## src/rtl/mem_stage.sv

```systemverilog
// ============================================================================
// Module   : mem_stage
// Purpose  : Pipeline MEM stage. Accepts one EX result at a time, passes ALU
//            results straight to writeback, and turns loads/stores into a
//            single registered data-memory request. It waits for dmem_ack,
//            then hands the extracted load data (or a store completion) to WB.
// Ports    : clk, rst (async, active-low)
//            EX side  : in_valid, in_ready, alu_result, store_data, mem_read,
//                       mem_write, funct3, rd, reg_write
//            DMEM side: dmem_req, dmem_we, dmem_addr, dmem_wdata, dmem_be,
//                       dmem_ack, dmem_rdata
//            WB side  : wb_valid, wb_rd, wb_data, wb_reg_write, misalign
// Options  : MEM_STAGE_MISALIGN_TRAP_EN - misaligned half/word accesses are
//            not sent to memory; they complete at once with misalign = 1.
// Revision : 1.0 - initial release
// ============================================================================
`default_nettype none

module mem_stage #(
  parameter int WIDTH = 32  // byte lanes are fixed at 4, so only 32 works
) (
  input  logic             clk,
  input  logic             rst,
  input  logic             in_valid,
  output logic             in_ready,
  input  logic [WIDTH-1:0] alu_result,
  input  logic [WIDTH-1:0] store_data,
  input  logic             mem_read,
  input  logic             mem_write,
  input  logic [2:0]       funct3,
  input  logic [4:0]       rd,
  input  logic             reg_write,
  output logic             dmem_req,
  output logic             dmem_we,
  output logic [WIDTH-1:0] dmem_addr,
  output logic [WIDTH-1:0] dmem_wdata,
  output logic [3:0]       dmem_be,
  input  logic             dmem_ack,
  input  logic [WIDTH-1:0] dmem_rdata,
  output logic             wb_valid,
  output logic [4:0]       wb_rd,
  output logic [WIDTH-1:0] wb_data,
  output logic             wb_reg_write,
  output logic             misalign
);

  typedef enum logic [0:0] {
    IDLE = 1'b0,
    WAIT = 1'b1
  } state_t;

  state_t           state;
  state_t           state_next;

  logic             accept;
  logic             is_mem;
  logic             trap;
  logic [3:0]       st_be;
  logic [WIDTH-1:0] st_wdata;
  logic [WIDTH-1:0] load_data;
  logic [7:0]       byte_sel;
  logic [15:0]      half_sel;

  // Fields of the in-flight memory op, needed when the ack arrives.
  logic [1:0]       lat_off;
  logic [2:0]       lat_funct3;
  logic [4:0]       lat_rd;
  logic             lat_rw;

  assign in_ready = (state == IDLE);
  assign accept   = in_valid && in_ready;
  assign is_mem   = mem_read || mem_write;

`ifdef MEM_STAGE_MISALIGN_TRAP_EN
  // funct3[1:0] encodes the size: 01 = half, 10 = word.
  assign trap = is_mem &&
                (((funct3[1:0] == 2'b01) && alu_result[0]) ||
                 ((funct3[1:0] == 2'b10) && (alu_result[1:0] != 2'b00)));
`else
  assign trap     = 1'b0;
  assign misalign = 1'b0;
`endif

  // State register
  always_ff @(posedge clk or negedge rst) begin
    if (!rst) state <= IDLE;
    else      state <= state_next;
  end

  // Next-state logic
  always_comb begin
    state_next = state;
    case (state)
      IDLE:    if (accept && is_mem && !trap) state_next = WAIT;
      WAIT:    if (dmem_ack) state_next = IDLE;
      default: state_next = IDLE;
    endcase
  end

  // Store lane steering: data is replicated so the enabled lanes always see it.
  always_comb begin
    st_be    = 4'b1111;
    st_wdata = store_data;
    case (funct3)
      3'b000: begin
        st_be    = 4'b0001 << alu_result[1:0];
        st_wdata = {4{store_data[7:0]}};
      end
      3'b001: begin
        st_be    = alu_result[1] ? 4'b1100 : 4'b0011;
        st_wdata = {2{store_data[15:0]}};
      end
      default: ;
    endcase
  end

  // Load extraction from the returned word using the latched offset.
  always_comb begin
    byte_sel  = dmem_rdata[8*lat_off +: 8];
    half_sel  = lat_off[1] ? dmem_rdata[31:16] : dmem_rdata[15:0];
    load_data = dmem_rdata;
    case (lat_funct3)
      3'b000:  load_data = {{24{byte_sel[7]}}, byte_sel};
      3'b100:  load_data = {24'd0, byte_sel};
      3'b001:  load_data = {{16{half_sel[15]}}, half_sel};
      3'b101:  load_data = {16'd0, half_sel};
      default: load_data = dmem_rdata;
    endcase
  end

  // Datapath and output registers
  always_ff @(posedge clk or negedge rst) begin
    if (!rst) begin
      dmem_req     <= 1'b0;
      dmem_we      <= 1'b0;
      dmem_addr    <= '0;
      dmem_wdata   <= '0;
      dmem_be      <= 4'b0000;
      wb_valid     <= 1'b0;
      wb_rd        <= 5'd0;
      wb_data      <= '0;
      wb_reg_write <= 1'b0;
      lat_off      <= 2'b00;
      lat_funct3   <= 3'b000;
      lat_rd       <= 5'd0;
      lat_rw       <= 1'b0;
`ifdef MEM_STAGE_MISALIGN_TRAP_EN
      misalign     <= 1'b0;
`endif
    end else begin
      wb_valid <= 1'b0;
`ifdef MEM_STAGE_MISALIGN_TRAP_EN
      misalign <= 1'b0;
`endif
      case (state)
        IDLE: begin
          if (accept) begin
            if (is_mem && !trap) begin
              dmem_req   <= 1'b1;
              dmem_we    <= mem_write;  // store wins when both are set
              dmem_addr  <= {alu_result[WIDTH-1:2], 2'b00};
              dmem_wdata <= st_wdata;
              dmem_be    <= st_be;
              lat_off    <= alu_result[1:0];
              lat_funct3 <= funct3;
              lat_rd     <= rd;
              lat_rw     <= reg_write && !mem_write;
            end else begin
              wb_valid     <= 1'b1;
              wb_data      <= alu_result;
              wb_rd        <= rd;
              wb_reg_write <= reg_write && !trap;
`ifdef MEM_STAGE_MISALIGN_TRAP_EN
              misalign     <= trap;
`endif
            end
          end
        end
        WAIT: begin
          if (dmem_ack) begin
            dmem_req     <= 1'b0;
            dmem_we      <= 1'b0;
            wb_valid     <= 1'b1;
            wb_data      <= load_data;
            wb_rd        <= lat_rd;
            wb_reg_write <= lat_rw;
          end
        end
        default: ;
      endcase
    end
  end

endmodule

`default_nettype wire

```

## config.mk

```make
export PLATFORM = sky130hd
export DESIGN_NAME = mem_stage
export DESIGN_NICKNAME = d
export VERILOG_FILES = /design/src/rtl/mem_stage.sv
export SDC_FILE = /design/constraint.sdc
export NUM_CORES = 1
export LEC_CHECK = 0
export BUFFER_PORTS_ARGS = -buffer_cell sky130_fd_sc_hd__buf_2
export CAP_MARGIN = 40
export CORE_UTILIZATION = 30
export DETAILED_ROUTE_END_ITERATION = 8
export HOLD_SLACK_MARGIN = 0.1
export PLACE_DENSITY_LB_ADDON = 0.15
export SLEW_MARGIN = 10
export SYNTH_ARGS = -nofsm -noshare
export SYNTH_HDL_FRONTEND = slang
export SYNTH_SLANG_ARGS = --single-unit
```

## constraint.sdc

```tcl
create_clock -name clk -period 3.8 [get_ports clk]
set_clock_uncertainty 0.2 [all_clocks]
set_input_delay 0 -clock clk [delete_from_list [all_inputs] [get_ports clk]]
set_output_delay 0 -clock clk [all_outputs]
set_load 0.01 [all_outputs]
```

**After elaboration in Yosys (flattened, before gate mapping)**

Cells that the tools add are included.

- Output and inout bits: 111
- Flip-flop bits (word level): 119

- Eq/ne operators: 8
- Bitwise gates (word level): 1
- Reductions and logical operators: 10
- Shift operators: 2
- Multiplexer cells: 31

Operators with widths:

| cell | number |
|---|---|
| $pmux W32 S2 | 2 |
| $pmux W32 S4 | 1 |
| $mux W32 | 3 |
| $shiftx A32 B6 Y8 | 1 |
| $mux W16 | 1 |
| $mux W5 | 3 |
| $mux W1 | 13 |
| $pmux W1 S2 | 5 |
| $pmux W5 S2 | 1 |
| $reduce_and A3 Y1 | 3 |
| $pmux W4 S2 | 1 |
| $eq A3 B1 Y1 const B | 2 |
| $eq A3 B3 Y1 const B | 2 |
| $logic_not A3 Y1 | 2 |
| $mux W4 | 1 |
| $ne A2 B1 Y1 const B | 2 |
| $ne A2 B2 Y1 const B | 2 |
| $shl A1 B2 Y4 const A | 1 |
| $logic_and A1 B1 Y1 | 3 |
| $logic_not A1 Y1 | 1 |
| $logic_or A1 B1 Y1 | 1 |
| $not A1 Y1 | 1 |

**Longest topological paths before layout**

Gate-level depths: netlist of run 1.

- Word-level depth: 5
- Gate-level depth with buffers: 7
- Mapped depth without buffers: 5

**Worst setup path after synthesis of run 1**

Ideal clock, no wire load.

- Path type: register -> register
- Start point: register lat_off[1]
- End point: register wb_data[20]
- Arrival: 1671 ps
- Path slack: 1803 ps
- Stages on the path, launching flop included: 6
- Buffers on the path: 1
- Path through: dfrtp_1 -> mux4_2 -> mux2_2 -> a31oi_4 -> buf_6 -> a211oi_1

- Cells in the longest elaborated chain, start to end: 4

RTL lines:

| element | line | text |
|---|---|---|
| from (decl) | 65 | `logic [1:0] lat_off;` |
| from (signal assigned) | 164 | `lat_off <= alu_result[1:0];` |
| $shiftx A32 B6 Y8 / $mux W16 (equally long branches) | 119, 120 |  |
| $pmux W32 S4 * | 122 | `case (lat_funct3)` |
| $mux W32 * | 180 | `if (dmem_ack) begin` |
| $pmux W32 S2 * | 155 | `case (state)` |
| to (signal assigned) | 170 | `wb_data <= alu_result;` |
| to (signal assigned) | 184 | `wb_data <= load_data;` |
| to (decl) | 42 | `output logic [WIDTH-1:0] wb_data,` |

Every way passes the cells marked *; elsewhere a longest branch is shown, timed or not. The select of a mux whose other input is x is not followed.
A chain may end at the register's enable or synchronous reset.

**Final worst setup path of run 1**

- Start point: register state
- End point: register wb_data[11]

- Cells in the longest elaborated chain, start to end: 4

RTL lines:

| element | line | text |
|---|---|---|
| from (decl) | 52 | `state_t state;` |
| from (signal assigned) | 87 | `else state <= state_next;` |
| $not A1 Y1 (no line) | - |  |
| $logic_and A1 B1 Y1 | 71 | `assign accept = in_valid && in_ready;` |
| $ne A2 B1 Y1 (no line) | - |  |
| $reduce_and A3 Y1 (no line) | - |  |

Several ways; a longest one is shown, not always the timed one.

==> flow_summary.toml, run 1 <==
[power]
p_comb_share_pct = 29.3
p_clk_share_pct = 35.5
leakage_uw = 0.00446
p_per_area_nw_per_um2 = 561
p_sw_uw = 1610
intPower_uw = 3540
peakVddDrop_v = 0.000384
pwr-share-seq_pct = 35.2
switching_share_pct = 31.3

[sta]
period_needed_ns = 3.04
worst_pin_slew_ns = 0.787
grt_setup_unrepaired = "false"
final-setup-viol-count = 0
tns_ns = 0
fin_crit_sh_pct = 80.1
drv_slew = 0
fmax_mhz = 329
hold_ws_ns = 0.131
final-hold-violation-count = 0
slew_headroom_pct = 47.5

[synthesis]
synth-seq-cells = 119
async_flop_share_pct = 100
synth_cell_type_count = 47
synth_area_um2 = 5650
yosysSeqAreaShare_pct = 52.7
ys_warn_count = 0
synthFlopType = "dfrtp_1"
synth_edf_count = 0
synthCells = 633
avgSynthCellArea_um2 = 8.92

[detailed_routing]
route.detailed.drc = 16
vias_per_cell = 4.88
postRouteWirelength_um = 21200
ant_nets = 0
post_drt_wl_per_cell_um = 17.2
drtPass1Iterations = 7
num_vias = 6018
drtIter0Drc = 247

[clock_network]
numCtsBuffers = 17
cts_root_buf = "clkbuf_16"
clockBufferDepth = 2
cts_sinks = 119
clk_latency_ns = 0.42
cts-htree-levels = 4
post_cts.repair.setup_buffers = 0
path_clk_slew_ns = 0.06
cts_tree = "done"

[status]
violations = "DRC"
status = "finished, violations left"

[die]
top_level_ports = 222
dieWidth_um = 139
fp.dieH_um = 139
initial_core_util_pct = 31.0
rows = 49
dieArea_um2 = 19400
core_area_um2 = 18200

[finish]
antenna_cells = 0
final_area_um2 = 9190
utilization_pct = 50.5
syn2layout_area_growth_pct = 62.8
drive_gt1_share_pct = 27.8
nNetsFinal = 1104

[placement]
place_congestion = 0.845
hpwl_um = 13900
port_buffers = 218
place_area_um2 = 7010

[critical_path]
max_stage_delay_ns = 0.77
reg2reg_slack_ns = 0.76
slowest_stage = "or4b_1"
r2r_end = "wb_data[11]"
arrival_ns = 3.14
critPathRequiredTime_ns = 3.90
reg2regPathDepth = 5
path_cells = "or4b_1 > a211o_1 > o21ai_0 > a22oi_1 > dlygate4sd3_1"
path_buf_inv = 1
critPathKind = "reg2reg"
crit_path_end_kind = "flop"
critical_path.startpoint_type = "flop"
r2r-start = "state"
critPathTopFamily = "simple AND/OR/NAND/NOR gates"
cp_max_fo = 22

[grt]
overflow = 0
grt_pass1_vias = 6281
grt_pass1_wl_um = 33300
grt_max_degree = 67
antenna_found_initial = 0
track_usage_pct = 22.3

[worst_hold_path]
hold_class = "in2reg"
hp-start = "alu_result[5]"
min_to = "dmem_addr[5]"
whs_path_depth = 4

[flow_run]
max-cap-violations = 0
-- timing repair --
item / CTS / global route
endpoints found under the hold margin: 237 / 0
gates resized for setup: 0 / 0
hold buffers: 151 / 0
-- metrics by stage --
stage	setup WS, ns	std cells	power (µW)
after CTS	0.807	1234	5170
final	0.757	1234	5150
after floorplan	1.80	635	2500
after global placement	1.08	1050	3120
after global routing	0.627	1234	5430
after detailed placement	1.05	1052	3130
-- worst register-to-register path, delay by kind of cell, from the launching register on --
kind	cells	cell delay (ns)
DFF	1	0.60
buffers and inverters	1	0.57
and+or+nand+nor	1	0.78
AOI/OAI and AO/OA	3	0.77
-- synth_stat cells (2+ instances only) --
cell | instances | share of area [%]
o21ai_0 | 54 | 4.8
nor3_1 | 22 | 2.0
a31oi_1 | 3 | 0.33
clkbuf_1 | 36 | 2.4
nor2b_1 | 5 | 0.55
dfrtp_1 | 119 | 53
mux2_2 | 10 | 2.0
a21oi_1 | 11 | 0.98
mux2i_1 | 31 | 5.5
and2_1 | 2 | 0.22
buf_4 | 3 | 0.40
buf_2 | 2 | 0.18
nor2_1 | 34 | 2.3
nand2b_1 | 4 | 0.44
nand3b_1 | 2 | 0.27
nand3_1 | 4 | 0.35
a221o_1 | 3 | 0.53
nand2_1 | 217 | 14
a211oi_1 | 20 | 2.7
a22oi_1 | 7 | 0.93
o221ai_1 | 8 | 1.2
inv_1 | 5 | 0.33
a21o_1 | 4 | 0.53
buf_1 | 2 | 0.13
o22ai_1 | 3 | 0.33
-- cell usage in the layout (no fill, tap or decap), types with 5 or more instances in the layout --
cell type	instances
mux2i_1	31
mux2_2	10
nor2_1	34
dfrtp_1	118
nor3_1	22
a21oi_1	11
bufinv_16	6
nand2_1	217
dlygate4sd3_1	150
a211oi_1	20
o221ai_1	8
o21ai_0	54
clkbuf_16	17
buf_2	217
buf_4	12
inv_1	5
a22oi_1	7
-- worst max-delay path by stage --
stage          startpoint     endpoint  slack [ns]  cells past startpoint
4_1_cts             state  wb_data[11]        0.81                      5
3_3_place_gp   lat_off[1]  wb_data[26]        1.08                      4
3_5_place_dp   lat_off[1]  wb_data[27]        1.05                      4
6_report            state  wb_data[11]        0.76                      5
5_1_grt        lat_off[1]  wb_data[12]        0.63                      5
2_1_floorplan  lat_off[1]  wb_data[20]        1.80                      5
-- registers in the layout, summed over array words and instances (netlist names), 2 cells and up --
register	cells
dmem_wdata	32
wb_data	32
dmem_addr	30
lat_rd	5
wb_rd	5
dmem_be	4
lat_funct3	3
lat_off	2
-- cell families after synthesis --
| group | after synthesis | synth area share, % |
|---|---|---|
| AOI/OAI and AO/OA | 125 | 14.3 |
| muxes | 42 | 7.89 |
| DFF | 119 | 52.7 |
| buffers and inverters | 49 | 3.63 |
| and+or+nand+nor | 297 | 21.4 |
| other | 1 | 0.0664 |
-- power groups by stage --
stage | clock network [µW] | logic (µW) | registers (µW)
global placement | 0 | 1290 | 1830
CTS | 1850 | 1510 | 1810
global route | 1910 | 1660 | 1860
detailed placement | 0 | 1310 | 1820
floorplan | 0 | 570 | 1930
finish | 1830 | 1510 | 1810
-- routing by layer --
layer	up-vias	track usage, %	routed length [µm]
li1	2864	-	-
met1	2894	27.8	9340
met2	219	36.9	10100
met3	41	5.66	1260
met4	0	8.83	550
met5	-	0	0
-- layout make-up --
type                            count  area (µm²)
Fill cell                        1691        9020
Sequential cell                   119        2980
Timing Repair Buffer              383        2760
Multi-Input combinational cell    467        2490
Clock buffer                       22         454
Tap cell                          229         287
Clock inverter                      9         198
Inverter                            5        18.8
(Power assumes the default switching activity.)
==> run 2, diff against run 1 <==
- clock period: 3.8 -> 2.8 ns (I/O delays scaled with it)
==> flow_summary.toml, run 2 (same netlist as run 1, synthesis figures left out) <==
[status]
status = "finished, violations left"
violations = "DRC"

[finish]
syn2layout_area_growth_pct = 60.5
multi_input_area_um2 = 2490
layout.cells.non_filler = 1224
reg.largest.list = "dmem_wdata (32), wb_data (32), dmem_addr (30)"
regArea_um2 = 2980
antenna_cells = 0
nFillCells = 1719
nNetsFinal = 1094
mostFrequentLayoutCells = "nand2_1, buf_2, dlygate4sd3_1"
drive_gt1_share_pct = 28.1

[sta]
postLayoutSetupSlackWorst_ns = 0.251
drv_slew = 0
slew_headroom_pct = 59.1
final-setup-viol-count = 0
final-hold-violation-count = 0
grt_setup_unrepaired = "false"
fmax_mhz = 392
worst_pin_slew_ns = 0.607
hold_ws_ns = 0.149
fin_crit_sh_pct = 91.0
tns_ns = 0
period_needed_ns = 2.55

[placement]
port_buffers = 218
hpwl_um = 13900
place_congestion = 0.853
pre_cts_ws_ns = 0.474
placedCellCount = 1052

[grt]
grt_max_degree = 56
grt_pass1_vias = 6105
track_usage_pct = 22.0
antenna_found_initial = 0
overflow = 0
grt_pass1_wl_um = 32600

[power]
leakage_uw = 0.00440
power_uw = 6700
p_per_area_nw_per_um2 = 740
peakVddDrop_v = 0.000447

[clock_network]
cts_tree = "done"
cts-htree-levels = 4
numCtsBuffers = 17
post_cts.repair.setup_buffers = 0
cts_sinks = 119
clockBufferDepth = 2
path_clk_slew_ns = 0.05
cts_root_buf = "clkbuf_16"
clk_latency_ns = 0.42

[die]
dieArea_um2 = 19400
fp.dieH_um = 139
top_level_ports = 222
initial_core_util_pct = 31.0
dieWidth_um = 139
core_area_um2 = 18200
rows = 49

[detailed_routing]
wl_met1_um = 9080
drtPass1Iterations = 9
post_drt_wl_per_cell_um = 17.0
postRouteWirelength_um = 20800
drtIter0Drc = 333
met3WireLength_um = 1390
top_layer = "met4"
ant_nets = 0
wl_met2_um = 9950
num_vias = 5979
vias_per_cell = 4.88
route.detailed.drc = 16

[worst_hold_path]
whs_path_depth = 4
hold_class = "in2reg"
hp-start = "alu_result[5]"
min_to = "dmem_addr[5]"

[critical_path]
r2r-start = "state"
reg2regPathDepth = 6
r2r_end = "dmem_addr[29]"
crit_path_end_kind = "flop"
critPathKind = "reg2reg"
critical_path.startpoint_type = "flop"
reg2reg_slack_ns = 0.25
arrival_ns = 2.70
cp_max_fo = 16
critPathRequiredTime_ns = 2.95

[flow_run]
max-cap-violations = 0
run 2: cell count changes in the layout (fill, tap and decap cells not counted):
cell / previous run / this run
buf_4: 12 / 9
clkinvlp_4: 1 / 2
dlygate4sd3_1: 150 / 140
clkbuf_8: 1 / 2
buf_12: 1 / 4
bufinv_16: 6 / 3
clkinv_2: 2 / 4
clkbuf_1: 4 / 3
run 2: repair_timing:
| action | 4_1_cts | 5_1_grt |
|---|---|---|
| hold endpoints to repair | 237 | 0 |
| hold buffers | 141 | 0 |
| resized for setup | 0 | 0 |
run 2: report_power, final:
| group | internal, µW | switching [µW] | total (µW) |
|---|---|---|---|
| Sequential | 2170 | 265 | 2430 |
| Clock | 1430 | 794 | 2230 |
| Combinational | 918 | 1120 | 2040 |
run 2: worst max-delay path: stages (launching register included):
cell	delay, ns
dfrtp_2	0.49
nor2b_1	0.35
nor2b_4	0.45
buf_4	0.30
nand2_1	0.08
nand2_1	0.06
dlygate4sd3_1	0.55
run 2: worst max path at each step:
stage                     startpoint            end  slack (ns)  cells past startpoint
after floorplan           lat_off[1]    wb_data[20]        0.80                      5
final                          state  dmem_addr[29]        0.25                      6
after global placement         state    wb_data[24]        0.50                      4
after global routing           state  dmem_addr[18]        0.09                      6
after CTS                      state  dmem_addr[29]        0.24                      6
after detailed placement       state    wb_data[11]        0.47                      5
run 2: area by class of cell:
| type | instances | area share, % |
|---|---|---|
| inverter | 5 | 0.207 |
| sequential | 119 | 32.9 |
| timing repair buffer | 373 | 29.8 |
| multi-input combinational | 467 | 27.5 |
| clock inverter | 9 | 1.38 |
| tap | 229 | 3.16 |
| clock buffer | 22 | 5.12 |
run 2: per-stage QoR:
| stage | util, % | cell area (µm²) |
|---|---|---|
| after CTS | 49.8 | 9060 |
| after global placement | 38.5 | 7020 |
| after detailed placement | 38.7 | 7050 |
| after global routing | 49.8 | 9060 |
| final | 49.8 | 9060 |
| after floorplan | - | 5650 |
run 2: per-layer routing:
metal | track usage [%] | vias to the layer above
li1 | - | 2851
met1 | 28.0 | 2854
met2 | 35.8 | 239
met3 | 5.77 | 35
met4 | 7.78 | 0
met5 | 0 | -
